**src/rtl/instr_mem_pkg.sv**
```systemverilog
// ---------------------------------------------------------------------------
// instr_mem_pkg
//   Shared constants and address-decoding helpers for the instruction fetch
//   memory. Addresses are widened to a fixed maximum width so the helpers can
//   serve any ADDR_W up to MAX_ADDR_W without per-instance copies.
// ---------------------------------------------------------------------------
package instr_mem_pkg;

  localparam int unsigned MAX_ADDR_W = 64;

  typedef logic [MAX_ADDR_W-1:0] addr_max_t;

  // Default instruction returned on error and after reset.
  localparam logic [31:0] NOP_DEFAULT = 32'h0000_0000;

  // Number of low address bits that select a byte within a word.
  function automatic int unsigned lsb_bits(input int unsigned data_w,
                                           input bit byte_addr);
    return byte_addr ? $clog2(data_w / 8) : 0;
  endfunction

  // Full-width word index; bits above the array index are kept so the caller
  // can range-check them rather than wrapping around.
  function automatic addr_max_t word_index(input addr_max_t   addr,
                                           input bit          byte_addr,
                                           input int unsigned data_w);
    return addr >> lsb_bits(data_w, byte_addr);
  endfunction

  // Non-zero byte-offset bits mean the address is not word aligned.
  function automatic logic is_misaligned(input addr_max_t   addr,
                                         input bit          byte_addr,
                                         input int unsigned data_w);
    addr_max_t mask;
    mask = (addr_max_t'(1) << lsb_bits(data_w, byte_addr)) - addr_max_t'(1);
    return (addr & mask) != '0;
  endfunction

endpackage

```
**src/rtl/instr_mem_array.sv**
```systemverilog
// ---------------------------------------------------------------------------
// instr_mem_array
//   DEPTH x DATA_W storage with one synchronous read port and one write port.
//   A read and a write to the same index on the same edge return the old word.
//   Contents are never reset so the array maps onto block RAM.
// Ports
//   clk        clock, rising edge
//   i_rd_en    load the read register from i_rd_idx
//   i_rd_idx   read index
//   o_rd_data  registered read data, holds while i_rd_en is low
//   i_wr_en    write strobe
//   i_wr_idx   write index
//   i_wr_data  write data
// ---------------------------------------------------------------------------
module instr_mem_array #(
  parameter int unsigned DATA_W = 32,
  parameter int unsigned DEPTH  = 64,
  parameter int unsigned IDX_W  = $clog2(DEPTH)
) (
  input  logic              clk,
  input  logic              i_rd_en,
  input  logic [IDX_W-1:0]  i_rd_idx,
  output logic [DATA_W-1:0] o_rd_data,
  input  logic              i_wr_en,
  input  logic [IDX_W-1:0]  i_wr_idx,
  input  logic [DATA_W-1:0] i_wr_data
);

  logic [DATA_W-1:0] r_mem [DEPTH];
  logic [DATA_W-1:0] r_rd_data;

  // Both accesses in one block with non-blocking writes gives read-before-write.
  always_ff @(posedge clk) begin
    if (i_wr_en) begin
      r_mem[i_wr_idx] <= i_wr_data;
    end
    if (i_rd_en) begin
      r_rd_data <= r_mem[i_rd_idx];
    end
  end

  assign o_rd_data = r_rd_data;

endmodule

```
**src/rtl/instr_fetch_mem.sv**
```systemverilog
// ---------------------------------------------------------------------------
// instr_fetch_mem
//   Programmable instruction memory for the fetch stage. Fetch requests arrive
//   on a valid/ready channel and the word is returned one cycle later on a
//   valid/ready response channel. Misaligned and out-of-range fetches return
//   NOP_WORD with rsp_err set. A program port writes the array independently,
//   and flush drops the held response and blocks acceptance for that cycle.
// Ports
//   clk, rst_n           clock (rising edge), asynchronous active-low reset
//   req_valid/ready/addr fetch request channel
//   rsp_valid/ready      response channel handshake
//   rsp_instr            fetched word (NOP_WORD on error)
//   rsp_addr, rsp_err    echoed request address, error flag
//   prog_we/addr/data    program-port write
//   flush                discard held response, accept nothing this cycle
// ---------------------------------------------------------------------------
module instr_fetch_mem
  import instr_mem_pkg::*;
#(
  parameter int unsigned       DATA_W    = 32,
  parameter int unsigned       DEPTH     = 64,
  parameter int unsigned       ADDR_W    = 32,
  parameter bit                BYTE_ADDR = 1'b1,
  parameter logic [DATA_W-1:0] NOP_WORD  = DATA_W'(NOP_DEFAULT)
) (
  input  logic              clk,
  input  logic              rst_n,
  input  logic              req_valid,
  output logic              req_ready,
  input  logic [ADDR_W-1:0] req_addr,
  output logic              rsp_valid,
  input  logic              rsp_ready,
  output logic [DATA_W-1:0] rsp_instr,
  output logic [ADDR_W-1:0] rsp_addr,
  output logic              rsp_err,
  input  logic              prog_we,
  input  logic [ADDR_W-1:0] prog_addr,
  input  logic [DATA_W-1:0] prog_data,
  input  logic              flush
);

  localparam int unsigned IDX_W = $clog2(DEPTH);

  // Address decode for both ports
  addr_max_t        w_req_full_idx;
  addr_max_t        w_prog_full_idx;
  logic [IDX_W-1:0] w_req_idx;
  logic [IDX_W-1:0] w_prog_idx;
  logic             w_req_err;
  logic             w_prog_ok;
  logic             w_req_accept;
  logic [DATA_W-1:0] w_ram_q;

  // Response registers
  logic              r_rsp_valid;
  logic [ADDR_W-1:0] r_rsp_addr;
  logic              r_rsp_err;
  // Set when the last accepted fetch read the array; otherwise the response
  // carries NOP_WORD. This keeps the array read register free of reset.
  logic              r_from_ram;

  assign w_req_full_idx  = word_index(addr_max_t'(req_addr), BYTE_ADDR, DATA_W);
  assign w_prog_full_idx = word_index(addr_max_t'(prog_addr), BYTE_ADDR, DATA_W);
  assign w_req_idx       = w_req_full_idx[IDX_W-1:0];
  assign w_prog_idx      = w_prog_full_idx[IDX_W-1:0];

  // Range check uses the full index so high address bits never alias.
  assign w_req_err = is_misaligned(addr_max_t'(req_addr), BYTE_ADDR, DATA_W) ||
                     (w_req_full_idx >= addr_max_t'(DEPTH));
  assign w_prog_ok = !is_misaligned(addr_max_t'(prog_addr), BYTE_ADDR, DATA_W) &&
                     (w_prog_full_idx < addr_max_t'(DEPTH));

  assign req_ready    = !flush && (!r_rsp_valid || rsp_ready);
  assign w_req_accept = req_valid && req_ready;

  instr_mem_array #(
    .DATA_W (DATA_W),
    .DEPTH  (DEPTH),
    .IDX_W  (IDX_W)
  ) u_array (
    .clk       (clk),
    .i_rd_en   (w_req_accept && !w_req_err),
    .i_rd_idx  (w_req_idx),
    .o_rd_data (w_ram_q),
    .i_wr_en   (prog_we && w_prog_ok),
    .i_wr_idx  (w_prog_idx),
    .i_wr_data (prog_data)
  );

  // Accept excludes flush, so a flush edge always falls through to clearing.
  always_ff @(posedge clk or negedge rst_n) begin
    if (!rst_n) begin
      r_rsp_valid <= 1'b0;
      r_rsp_addr  <= '0;
      r_rsp_err   <= 1'b0;
      r_from_ram  <= 1'b0;
    end else if (w_req_accept) begin
      r_rsp_valid <= 1'b1;
      r_rsp_addr  <= req_addr;
      r_rsp_err   <= w_req_err;
      r_from_ram  <= !w_req_err;
    end else if (flush || rsp_ready) begin
      r_rsp_valid <= 1'b0;
    end
  end

  assign rsp_valid = r_rsp_valid;
  assign rsp_addr  = r_rsp_addr;
  assign rsp_err   = r_rsp_err;
  assign rsp_instr = r_from_ram ? w_ram_q : NOP_WORD;

endmodule

```
**config.mk**
```make
export PLATFORM = sky130hd
export DESIGN_NAME = instr_fetch_mem
export DESIGN_NICKNAME = d
export VERILOG_FILES = /design/src/rtl/instr_mem_pkg.sv /design/src/rtl/instr_mem_array.sv /design/src/rtl/instr_fetch_mem.sv
export SDC_FILE = /design/constraint.sdc
export NUM_CORES = 2
export LEC_CHECK = 0
export ABC_CLOCK_PERIOD_IN_PS = 9280
export BUFFER_PORTS_ARGS = -buffer_cell sky130_fd_sc_hd__buf_2
export CORE_MARGIN = 2
export CORE_UTILIZATION = 63
export DETAILED_ROUTE_END_ITERATION = 8
export GPL_TIMING_DRIVEN = 0
export HOLD_SLACK_MARGIN = 0.03
export PLACE_DENSITY = 0.87
export REMOVE_ABC_BUFFERS = 1
export SYNTH_ARGS = -nofsm -noshare
export SYNTH_HDL_FRONTEND = slang
export SYNTH_SLANG_ARGS = --single-unit
```
**constraint.sdc**
```tcl
create_clock -name clk -period 9.28 [get_ports clk]
set_clock_uncertainty 0.1 [all_clocks]
set_input_delay 1.392 -clock clk [delete_from_list [all_inputs] [get_ports clk]]
set_output_delay 1.392 -clock clk [all_outputs]
set_load 0.05 [all_outputs]
```
# ---- Word level (Yosys, flattened, before mapping)
# Memories as Yosys holds them, arrays and structs flattened. A register that Yosys moved wholly into a read port is not among the register bits.
# Cells that the tools add are included.
dict set report word_totals {
  rom_bits 0
  regBits 35
  ram_bits 2048
  wordCells 27
  out_inout_bits 67
  latchBits 0
  n_memories 1
}
# memory depth width rd rd_clocked_by_memory_dff write_ports line
set mem_list {}
lappend mem_list {u_array.r_mem 64 32 1 1 1 instr_mem_array.sv:29} ;# logic [DATA_W-1:0] r_mem [DEPTH];
dict set report classes {
  reduce_logical 15
  n_addsub 0
  div 0
  multipliers 0
  bitwise_logic 0
  shift 0
  n_eq_ne 0
  muxes 5
  order_cmp 2
}
# cell count
set op_table {}
lappend op_table {{$reduce_bool 64->1} 2}
lappend op_table {{$mux 32} 1}
lappend op_table {{$ge 30x7->1 const B} 1}
lappend op_table {{$lt 30x7->1 const B} 1}
lappend op_table {{$logic_and 1x1->1} 5}
lappend op_table {{$logic_not 1->1} 4}
lappend op_table {{$mux 1} 4}
lappend op_table {{$logic_or 1x1->1} 3}
lappend op_table {{$reduce_bool 2->1} 1}

# ---- Depth between registers and ports, before layout
dict set report logic_depth {
  word_depth 6
  mapped_depth 9
  depth_no_buf 5
}

# ---- Cells and area by module
# Synthesis repeated with hierarchy kept, for this count alone.
dict set report hier_totals {
  cells_unflattened 3460
  hier_area_um2 80528.5
}
# mod cells_each n_inst area_per_inst_um2
set modules_own_cells {}
lappend modules_own_cells {instr_mem_array 3324 1 78835.6}
lappend modules_own_cells {instr_fetch_mem 136 1 1692.9}

# ---- Least setup slack after synthesis
# Ideal clock, no wire load.
dict set report synth_path {
  kind {input port to flip-flop}
  startpoint {input rsp_ready}
  endpoint {register u_array.r_rd_data[0], in the netlist u_array.o_rd_data[0], read port of u_array.r_mem, enable pin}
  path_stages 4
  required_ns 8.714
  t_arrival_ns 4.876
  path_slack_ns 3.838
  n_path_buf 0
  cell_sequence {nor2b_1 nor2_1 nand2_1 nor3_1}
}
dict set report synth_via {
  elab_chain_cells 4
}
# element line
set synth_lines {}
lappend synth_lines {{from (decl)} instr_fetch_mem.sv:32} ;# input logic rsp_ready,
lappend synth_lines {{$logic_or 1x1->1} instr_fetch_mem.sv:73} ;# assign req_ready = !flush && (!r_rsp_valid || rsp_ready);
lappend synth_lines {{$logic_and 1x1->1} instr_fetch_mem.sv:73}
lappend synth_lines {{via req_ready} instr_fetch_mem.sv:29} ;# output logic req_ready,
lappend synth_lines {{$logic_and 1x1->1} instr_fetch_mem.sv:74} ;# assign w_req_accept = req_valid && req_ready;
lappend synth_lines {{$logic_and 1x1->1} instr_fetch_mem.sv:82} ;# .i_rd_en (w_req_accept && !w_req_err),
lappend synth_lines {{via u_array.i_rd_en} instr_mem_array.sv:21} ;# input logic i_rd_en,
lappend synth_lines {{to (decl)} instr_mem_array.sv:30} ;# logic [DATA_W-1:0] r_rd_data;
# The timed path passes the listed nets, and every way through them passes these cells.
# A chain may end at the register's enable or synchronous reset.

# ---- Worst setup path after layout
dict set report layout_path {
  startpoint {input req_addr[3]}
  endpoint {register u_array.r_rd_data[27], in the netlist u_array.o_rd_data[27], read port of u_array.r_mem (data pin)}
}
dict set report layout_via {
  elab_chain_cells 4
}
# element line
set layout_lines {}
lappend layout_lines {{from (decl)} instr_fetch_mem.sv:30} ;# input logic [ADDR_W-1:0] req_addr,
lappend layout_lines {{$ge 30x7->1} instr_fetch_mem.sv:69} ;# (w_req_full_idx >= addr_max_t'(DEPTH));
lappend layout_lines {{$logic_or 1x1->1} instr_fetch_mem.sv:68} ;# assign w_req_err = is_misaligned(addr_max_t'(req_addr), BYTE_ADDR, DATA_W) ||
lappend layout_lines {{$logic_not 1->1} instr_fetch_mem.sv:82}
lappend layout_lines {{$logic_and 1x1->1} instr_fetch_mem.sv:82}
# Parallel ways exist; a longest one is shown, timed or not.

==> flow_metrics.tcl <==
set metrics [dict create \
    run_status "finished with violations" \
    failed_checks "max-capacitance violations, max-slew violations" \
    post_cts_resized 0 \
    drt_pre_antenna_iters 7 \
    tritoncts.num_buffers 192 \
    post_route_antenna_net_violation_count 0 \
    worst_slew_pin_slew_ns 1.54 \
    initial_drt_markers 8881 \
    crit_path_start "req_addr[3]" \
    timing.final.crit_period_ns 5.69 \
    clock_tree.buffer_depth 3 \
    unrepaired_setup_endpoints_after_global_routing "false" \
    timing_hold_violations_final 0 \
    dp_hpwl_um 125000 \
    worstPathRequired_ns 9.66 \
    globalplace.congestion 0.809 \
    number_of_vias_in_the_routed_layout 45000 \
    max_clock_freq_ghz 0.176 \
    yosysWarningCount 0 \
    cts_hold_buffers 0 \
    synth_compound_area_share_pct 3.37 \
    clkSinkCount 2115 \
    hold_path_class "register to register" \
    main_combinational_cell_family_by_area_after_synthesis "multiplexers" \
    globalRoute.totalOverflow 0 \
    vdd_drop_max_uv 259 \
    p_per_area_nw_per_um2 211 \
    synth-seq-area-share_pct 78.0 \
    first_global_vias 45400 \
    critPathArrivalTime_ns 6.07 \
    post-synth-top-area-cell "sky130_fd_sc_hd__edfxtp_1" \
    fin_worst_hold_slack_ns 0.397 \
    leak_pwr_nw 29.5 \
    nets 4175 \
    post_synth_instance_area_um2 81300 \
    clk-insertion-delay-late_ns 0.86 \
    grt_antenna_before_repair 24 \
    std_cell_rows 131 \
    synth_top_cell_area_share_pct 76.9 \
    io_buffer_count 168 \
    critical_path.reg2reg.startpoint "u_array.r_mem[10][26]" \
    drive_above_1_share_pct 25.0 \
    postSynthRegisterBits 2115 \
    cts_tree "built" \
    min_from "rsp_addr[13]" \
    end_kind "register" \
    synth_mux_area_share_pct 15.5 \
    power_mw 19.4 \
    synth.distinct_cells 36 \
    cts_root_buffer "sky130_fd_sc_hd__clkbuf_16" \
    wire_length_of_the_first_global_routing_pass_um 334000 \
    die_area_um2 132000 \
    cts_post_setup_buffers_inserted 0 \
    synth_top_cells_by_count "sky130_fd_sc_hd__edfxtp_1, sky130_fd_sc_hd__mux4_2, sky130_fd_sc_hd__mux2i_1" \
    yosys.area_share.simple_pct 1.90 \
    clkTransAtPathRegs_ns 0.06 \
    crit_path_max_fanout 100 \
    route.detailed.vias_per_inst 7.64 \
    netlist_instances 3831 \
    initial_core_utilization_pct 63.6 \
    area_delta_synth_final_pct 13.1 \
    synth_edf_count 2080 \
    top_level_ports 169 \
    drt_drc_violations_left 0 \
    floorplan.core_area_um2 128000 \
    synthXorXnorAreaFrac_pct 0 \
    yosys.cell_count.top_type "sky130_fd_sc_hd__edfxtp_1" \
    final_max_slew_viol_count 82 \
    synth_top_flop_cell "sky130_fd_sc_hd__edfxtp_1" \
    die_width_um 363 \
    report.final.setup_viol 0 \
    ys_top_cells_by_area "sky130_fd_sc_hd__edfxtp_1, sky130_fd_sc_hd__mux4_2, sky130_fd_sc_hd__mux2i_1, sky130_fd_sc_hd__dfrtp_1, sky130_fd_sc_hd__mux2_2" \
    pin_count_of_the_biggest_net_entering_global_routing 108 \
    asyncSetResetFlopFracSynth_pct 1.65 \
    wl_per_cell_um 40.8 \
    avgSynthCellArea_um2 21.2 \
    level_count_of_the_clock_h_tree 4 \
    worst_slew_margin_rel_pct -2.49 \
    post-route-period-util_pct 61.3 \
    synthAdderAreaFrac_pct 0 \
    cap_violations 3 \
    total_length_of_routed_wires_um 241000 \
    critical_path_class "input pin to register" \
    die_height_um 363 \
    groute.usage.overall_pct 36.7 \
    timing.critical_path.from_type "input pin" \
]
metal layers:
metal	GRT usage, %	wire length [um]	vias up
met1	43.4	72700	22600
met3	12.6	34700	1142
met2	58.1	114000	4816
met4	23.6	18700	24
met5	0	161	-
li1	-	-	16400
worst max-delay path, stage by stage:
cell	delay, ns
sky130_fd_sc_hd__buf_8	0.34
sky130_fd_sc_hd__buf_16	0.37
sky130_fd_sc_hd__buf_16	0.39
sky130_fd_sc_hd__buf_16	0.48
sky130_fd_sc_hd__buf_16	0.48
sky130_fd_sc_hd__mux4_2	0.47
sky130_fd_sc_hd__mux2i_1	0.15
sky130_fd_sc_hd__nor2_1	0.07
sky130_fd_sc_hd__o31ai_1	1.17
sky130_fd_sc_hd__o21ai_1	0.40
cells by family after synthesis:
group / count (synthesis)
mux: 768
compound gates: 386
simple gates: 339
flops: 2115
buf+inv: 223
cell usage in the layout, fill, tap and decap left out, drive strengths merged, types with 73 or more instances in the layout:
master / instances
buf: 269
clkbuf: 245
clkinv: 85
edfxtp: 2080
mux2i: 320
mux4: 384
nand2: 73
nor2: 160
o21ai: 88
through the flow:
| stage | cell area, um^2 | std cells | utilization [%] | setup TNS [ns] | setup WS [ns] |
|---|---|---|---|---|---|
| 2_1_floorplan | 80200 | 3610 | - | 0 | 3.16 |
| 3_3_place_gp | 83100 | 5440 | 65.0 | -342.30 | -10.71 |
| 3_5_place_dp | 85900 | 5538 | 67.2 | 0 | 2.96 |
| 4_1_cts | 91900 | 5887 | 71.9 | 0 | 3.75 |
| 5_1_grt | 91900 | 5890 | 71.9 | 0 | 3.60 |
| 6_report | 91900 | 5896 | 71.9 | 0 | 3.59 |
path summary, 6_finish.rpt:
kind	endpoint	slack, ns	depth (start not counted)
worst max-delay path	u_array.o_rd_data[27]	3.59	10
min in group asynchronous	rsp_addr[9]	0.52	1
worst min-delay path	rsp_addr[13]	0.40	1
max in group asynchronous	r_from_ram	8.05	1
worst min register to register	rsp_addr[13]	0.40	1
worst max register to register	u_array.o_rd_data[26]	5.88	5
where the power goes:
part / switching, mW / internal [mW] / leakage, nW
clock network: 3.57 / 4.19 / 2.91
logic: 0.761 / 0.342 / 7.53
registers: 0.0111 / 10.5 / 19.1
cell type report:
cell class | count | area (um^2)
flip-flops and latches | 2115 | 63300
fillers | 6540 | 35900
multi-input cells | 1493 | 17400
clock buffers | 245 | 5130
repair buffers | 269 | 3100
well taps | 1662 | 2080
clock inverters | 104 | 823
diodes | 6 | 15.0
inverters | 2 | 7.51
state kept, by name, indices dropped and copies added (netlist names):
signal             flops
rsp_addr              32
u_array.r_mem       2048
u_array.o_rd_data     32
r_from_ram             1
rsp_valid              1
rsp_err                1
(Power assumes the default switching activity.)
